==> config.mk <==
export PLATFORM = sky130hd
export DESIGN_NAME = systolic_array
export DESIGN_NICKNAME = d
export VERILOG_FILES = /design/src/rtl/systolic_array.sv
export SDC_FILE = /design/constraint.sdc
export NUM_CORES = 2
export LEC_CHECK = 0
export CAP_MARGIN = 10
export CORE_UTILIZATION = 30
export CTS_BUF_LIST = sky130_fd_sc_hd__clkbuf_4 sky130_fd_sc_hd__clkbuf_8
export CTS_CLUSTER_DIAMETER = 200
export DETAILED_ROUTE_END_ITERATION = 8
export PLACE_DENSITY = 0.44
export SLEW_MARGIN = 10
export SYNTH_ARGS = -nofsm -noshare
export SYNTH_HDL_FRONTEND = slang
export SYNTH_SLANG_ARGS = --single-unit
==> constraint.sdc <==
create_clock -name clk -period 14.7 [get_ports clk]
set_clock_uncertainty 0.15 [all_clocks]
set_input_delay 2.94 -clock clk [delete_from_list [all_inputs] [get_ports clk]]
set_output_delay 2.94 -clock clk [all_outputs]
set_load 0.1 [all_outputs]
==> src/rtl/systolic_array.sv <==
// Output-stationary NxN systolic array for C = A*B over MxM matrices.
// Generates A/B operand read addresses and emits one NxN tile per sweep.
module systolic_array #(
  parameter int D_W = 8,
  parameter int D_W_ACC = 16,
  parameter int N = 3,
  parameter int M = 6,
  localparam int NS = M / N,
  localparam int SW = (NS > 1) ? $clog2(NS) : 1,
  localparam int KW = (M > 1) ? $clog2(M) : 1,
  localparam int AW = (M * NS > 1) ? $clog2(M * NS) : 1
) (
  input  logic               clk,
  input  logic               rst,
  input  logic               enable_row_count_A,
  output logic [SW-1:0]      slice_cntr_A,
  output logic [KW-1:0]      pixel_cntr_A,
  output logic [KW-1:0]      slice_cntr_B,
  output logic [SW-1:0]      pixel_cntr_B,
  output logic [AW-1:0]      rd_addr_A,
  output logic [AW-1:0]      rd_addr_B,
  input  logic [D_W-1:0]     A [N],
  input  logic [D_W-1:0]     B [N],
  output logic [D_W_ACC-1:0] D [N][N],
  output logic               valid_D [N][N]
);

  logic a_wrap;
  logic b_wrap;
  logic start;

  logic [2*N-2:0] init_sr;

  logic [D_W-1:0] a_q [N][N];
  logic [D_W-1:0] b_q [N][N];

  assign a_wrap = (pixel_cntr_A == KW'(M - 1));
  assign b_wrap = (slice_cntr_B == KW'(M - 1));
  assign start  = (pixel_cntr_A == '0) && !rst;

  assign rd_addr_A = AW'(int'(slice_cntr_A) * M + int'(pixel_cntr_A));
  assign rd_addr_B = AW'(int'(pixel_cntr_B) * M + int'(slice_cntr_B));

  // Free-running sweep counters; A row-slice advances only when enabled.
  always_ff @(posedge clk) begin
    if (rst) begin
      pixel_cntr_A <= '0;
      slice_cntr_A <= '0;
      slice_cntr_B <= '0;
      pixel_cntr_B <= '0;
    end else begin
      pixel_cntr_A <= a_wrap ? '0 : pixel_cntr_A + 1'b1;
      slice_cntr_B <= b_wrap ? '0 : slice_cntr_B + 1'b1;
      if (b_wrap) begin
        if (pixel_cntr_B == SW'(NS - 1))
          pixel_cntr_B <= '0;
        else
          pixel_cntr_B <= pixel_cntr_B + 1'b1;
      end
      if (a_wrap && enable_row_count_A) begin
        if (slice_cntr_A == SW'(NS - 1))
          slice_cntr_A <= '0;
        else
          slice_cntr_A <= slice_cntr_A + 1'b1;
      end
    end
  end

  // Shared start delay line; PE[x][y] taps stage x+y (x+y+1 cycles late).
  always_ff @(posedge clk) begin
    if (rst) begin
      init_sr <= '0;
    end else begin
      init_sr[0] <= start;
      for (int d = 1; d < 2 * N - 1; d++)
        init_sr[d] <= init_sr[d-1];
    end
  end

  for (genvar gx = 0; gx < N; gx++) begin : g_row
    for (genvar gy = 0; gy < N; gy++) begin : g_col
      logic [D_W-1:0]     a_in;
      logic [D_W-1:0]     b_in;
      logic [D_W-1:0]     a_r;
      logic [D_W-1:0]     b_r;
      logic [2*D_W-1:0]   prod;
      logic [D_W_ACC-1:0] prod_w;
      logic [D_W_ACC-1:0] acc;
      logic [D_W_ACC-1:0] d_r;
      logic               init;
      logic               seen;
      logic               v_r;

      if (gy == 0) begin : g_a0
        assign a_in = A[gx];
      end else begin : g_an
        assign a_in = a_q[gx][gy-1];
      end

      if (gx == 0) begin : g_b0
        assign b_in = B[gy];
      end else begin : g_bn
        assign b_in = b_q[gx-1][gy];
      end

      assign init   = init_sr[gx+gy];
      assign prod   = {{D_W{1'b0}}, a_in} * {{D_W{1'b0}}, b_in};
      assign prod_w = D_W_ACC'(prod);

      // Forward operands; on init dump the finished sum and restart it.
      always_ff @(posedge clk) begin
        if (rst) begin
          a_r  <= '0;
          b_r  <= '0;
          acc  <= '0;
          d_r  <= '0;
          v_r  <= 1'b0;
          seen <= 1'b0;
        end else begin
          a_r <= a_in;
          b_r <= b_in;
          if (init) begin
            d_r  <= acc;
            v_r  <= seen;
            acc  <= prod_w;
            seen <= 1'b1;
          end else begin
            acc <= acc + prod_w;
            v_r <= 1'b0;
          end
        end
      end

      assign a_q[gx][gy]     = a_r;
      assign b_q[gx][gy]     = b_r;
      assign D[gx][gy]       = d_r;
      assign valid_D[gx][gy] = v_r;
    end
  end

endmodule

==> results.cfg <==
[yosys]
synth-edff-count = 0
synth.top_cell.area_share = 0.2160
syn_nets = 5020
syn_avg_cell_area_sq_um = 9.072
synthTopCellsByArea = dfxtp_1 22%, fa_1 18%, ha_1 16%, and2_1 8.4%, mux2i_1 4.9%
yosys.area.top_type = dfxtp_1
yosysSeqAreaShare = 0.2160
synth.distinct_cells = 77
synth_flop_cell = dfxtp_1
syn-cell-area_sq_mm = 0.03773
ys_seq_elements = 407
ys_warn_count = 0
netlist_instances = 4159
synthArstFlopShare = 0

[grt]
grt_first_pass_wirelength_um = 159600
grt_pass1_vias = 29160
track_usage = 0.1569
grt_overflow_total = 0
antenna_found_initial = 6
grt_max_degree = 79

[timing]
grt_setup_unrepaired = false
setup_viol = 0
period_needed_ns = 8.356
final_hold_viol_count = 0
setup_ws_ns = 6.344
slew_headroom = 0.2078
finalMaxSlewViolations = 0
fin_crit_sh = 0.5684
fmax_mhz = 119.7
tightestPinTransition_ns = 1.185
tns_ns = 0

[power]
comb_power_share = 0.424
p_sw_frac = 0.3923
power_frac_seq = 0.286
power_frac_clock = 0.290
intPower_mw = 2.900
powerDensity_mw_per_mm2 = 109.4
irDropWorstVdd_mv = 0.08431
cellLeakagePower_nw = 21.13
p_switching_mw = 1.872

[final_layout]
layout-drive-gt1-share = 0.04502
syn2layout_area_growth_pct = 15.58
layout.nets = 5240

[worst_setup_path]
end_kind = register
critPathLaunch = B[3]
r2r_cells = 21
r2r_start = g_row[1].g_col[0].a_r[4]$_SDFF_PP0_
r2r_slack_ns = 8.65
worst_ep_required_time_ns = 15.22
crit_path_max_fanout = 9
crit_type = in -> reg
startpoint_type = input port
cp.arrival_ns = 8.88

[detailed_routing]
vias_per_cell = 4.631
ant_nets = 0
drtIter0Drc = 1105
routed_wl_um = 97460
wl_per_cell_um = 16.03
via_count = 28160
drc = 0
firstDrtPassIters = 4

[clock_tree]
post_cts_buffers = 0
cts_buffer_depth = 3
clk_pin_slew_ns = 0.06
clockRootBuffer = clkbuf_8
cts_tree = done
ctsResizeCount = 0
cts.sinks = 407
htreeDepth = 3
cts-buffers-inserted = 87
cts_hold_buffers = 0
clk_latency_ns = 0.76

[min_path]
hp-class = reg -> reg
hold_depth = 1
min-delay-start = g_row[0].g_col[0].seen$_SDFFE_PP0P_

[die]
fp.dieH_um = 356.6
start_util = 0.3036
core.rowCount = 129
ioPinCount = 220
design.core.area_sq_mm = 0.1243
die_area_sq_mm = 0.1272
die_width_um = 356.6

[run_status]
status = completed

[placed_design]
dp_slack_ns = 5.559
hpwlAfterDp_um = 75430
port_buffers = 219
gp_congestion = 0.7819

[job]
cap_viol_max_count = 0
-- synth_stat cells, drive strengths merged, types with 9 or more instances --
library cell / n
nor3: 48
nand3: 32
o31ai: 10
a21o: 81
o21a: 20
and3: 19
a211oi: 17
nor4: 16
nand4: 17
mux2i: 185
a31oi: 16
a21oi: 216
ha: 475
xor2: 72
or3: 18
dfxtp: 407
xnor2: 125
or2: 9
a22o: 18
nand2b: 17
inv: 489
buf: 33
nand2: 200
nor2: 349
clkbuf: 70
o21ai: 84
nor2b: 113
o21bai: 38
and2: 506
a2111oi: 12
fa: 335
a221o: 11
-- flip-flops by register name, indices dropped and copies added, names as in the netlist --
| signal | count |
|---|---|
| g_row.g_col.a_r | 48 |
| g_row.g_col.acc | 144 |
| g_row.g_col.b_r | 48 |
| g_row.g_col.d_r | 144 |
| g_row.g_col.seen | 5 |
| g_row.g_col.v_r | 5 |
| init_sr | 5 |
| pixel_cntr_A | 3 |
| pixel_cntr_B | 1 |
| slice_cntr_A | 1 |
| slice_cntr_B | 3 |
-- cell type report --
class	count	area [sq um]
Antenna cell	1	2.502
Clock buffer	132	1685
Clock inverter	20	246.5
Fill cell	12940	80670
Inverter	489	1836
Multi-Input combinational cell	3160	27320
Sequential cell	407	8160
Tap cell	1637	2048
Timing Repair Buffer	234	2310
-- power groups by stage --
stage / sequential (mW) / combinational (mW) / clock [mW]
2_1_floorplan: 1.42 / 1.53 / 0
4_1_cts: 1.37 / 2.05 / 1.45
3_3_place_gp: 1.40 / 2.04 / 0
5_1_grt: 1.39 / 2.31 / 1.50
6_report: 1.37 / 2.02 / 1.38
3_5_place_dp: 1.40 / 2.03 / 0
-- through the flow --
stage	hold WS [ns]	total power [mW]	area (sq um)	std cells	util
after floorplan	0.2765	2.958	37730	4159	-
after global placement	0.2892	3.432	41670	5927	0.3353
after detailed placement	0.2939	3.426	41670	5927	0.3353
after CTS	0.3132	4.877	43600	6079	0.3509
after global routing	0.3415	5.196	43610	6080	0.3509
final	0.3082	4.772	43610	6080	0.3509
-- logic make-up after synthesis --
logic type                 count (synthesis)  synth area share
AOI/OAI and AO/OA                        588            0.1021
DFF                                      407            0.2160
and+or+nand+nor                         1379            0.1916
muxes                                    186           0.04938
adders and majority gates                810            0.3353
buffers and inverters                    592           0.05999
xor gates and xnor gates                 197           0.04573
-- path summary, 6_finish.rpt --
kind,end
setup / recovery,g_row[0].g_col[2].acc[15]$_SDFF_PP0_
hold / removal,g_row[0].g_col[0].v_r$_SDFF_PP0_
setup reg to reg,g_row[1].g_col[1].acc[15]$_SDFF_PP0_
hold reg to reg,g_row[0].g_col[0].v_r$_SDFF_PP0_
-- worst max-delay path, stage by stage --
cell and delay, ns:
clkdlybuf4s50_1 0.59, and2_1 0.27, fa_1 0.41, fa_1 0.49, inv_1 0.05, fa_1 0.48
fa_1 0.49, inv_1 0.04, ha_1 0.30, a21oi_1 0.22, o21bai_1 0.11, a211o_1 0.34
a31oi_1 0.24, o21ai_0 0.14, xor2_1 0.25, ha_1 0.30, inv_1 0.09, o21bai_1 0.09
a21oi_1 0.14, nor2_1 0.05, a21oi_1 0.12, nor2_1 0.07, or4_1 0.54, a21oi_1 0.14
-- layer usage --
metal | global-route usage | routed length (um)
met1 | 0.2065 | 46200
met4 | 0.04215 | 1988
met5 | 0 | 24
met2 | 0.2638 | 46030
met3 | 0.02604 | 3209
-- cell usage in the layout, fill, tap and decap left out, types with 32 or more instances in the layout --
master,n
a21o_1,81
clkdlybuf4s50_1,218
nand2_1,200
nor2_1,349
nor3_1,47
o21bai_1,38
nor2b_1,113
o21ai_0,82
mux2i_1,185
xnor2_1,125
clkbuf_8,111
a21oi_1,215
fa_1,335
dfxtp_1,403
and2_1,506
xor2_1,72
nand3_1,32
inv_1,488
ha_1,475
Note: power is estimated with default switching activity, not from simulation.
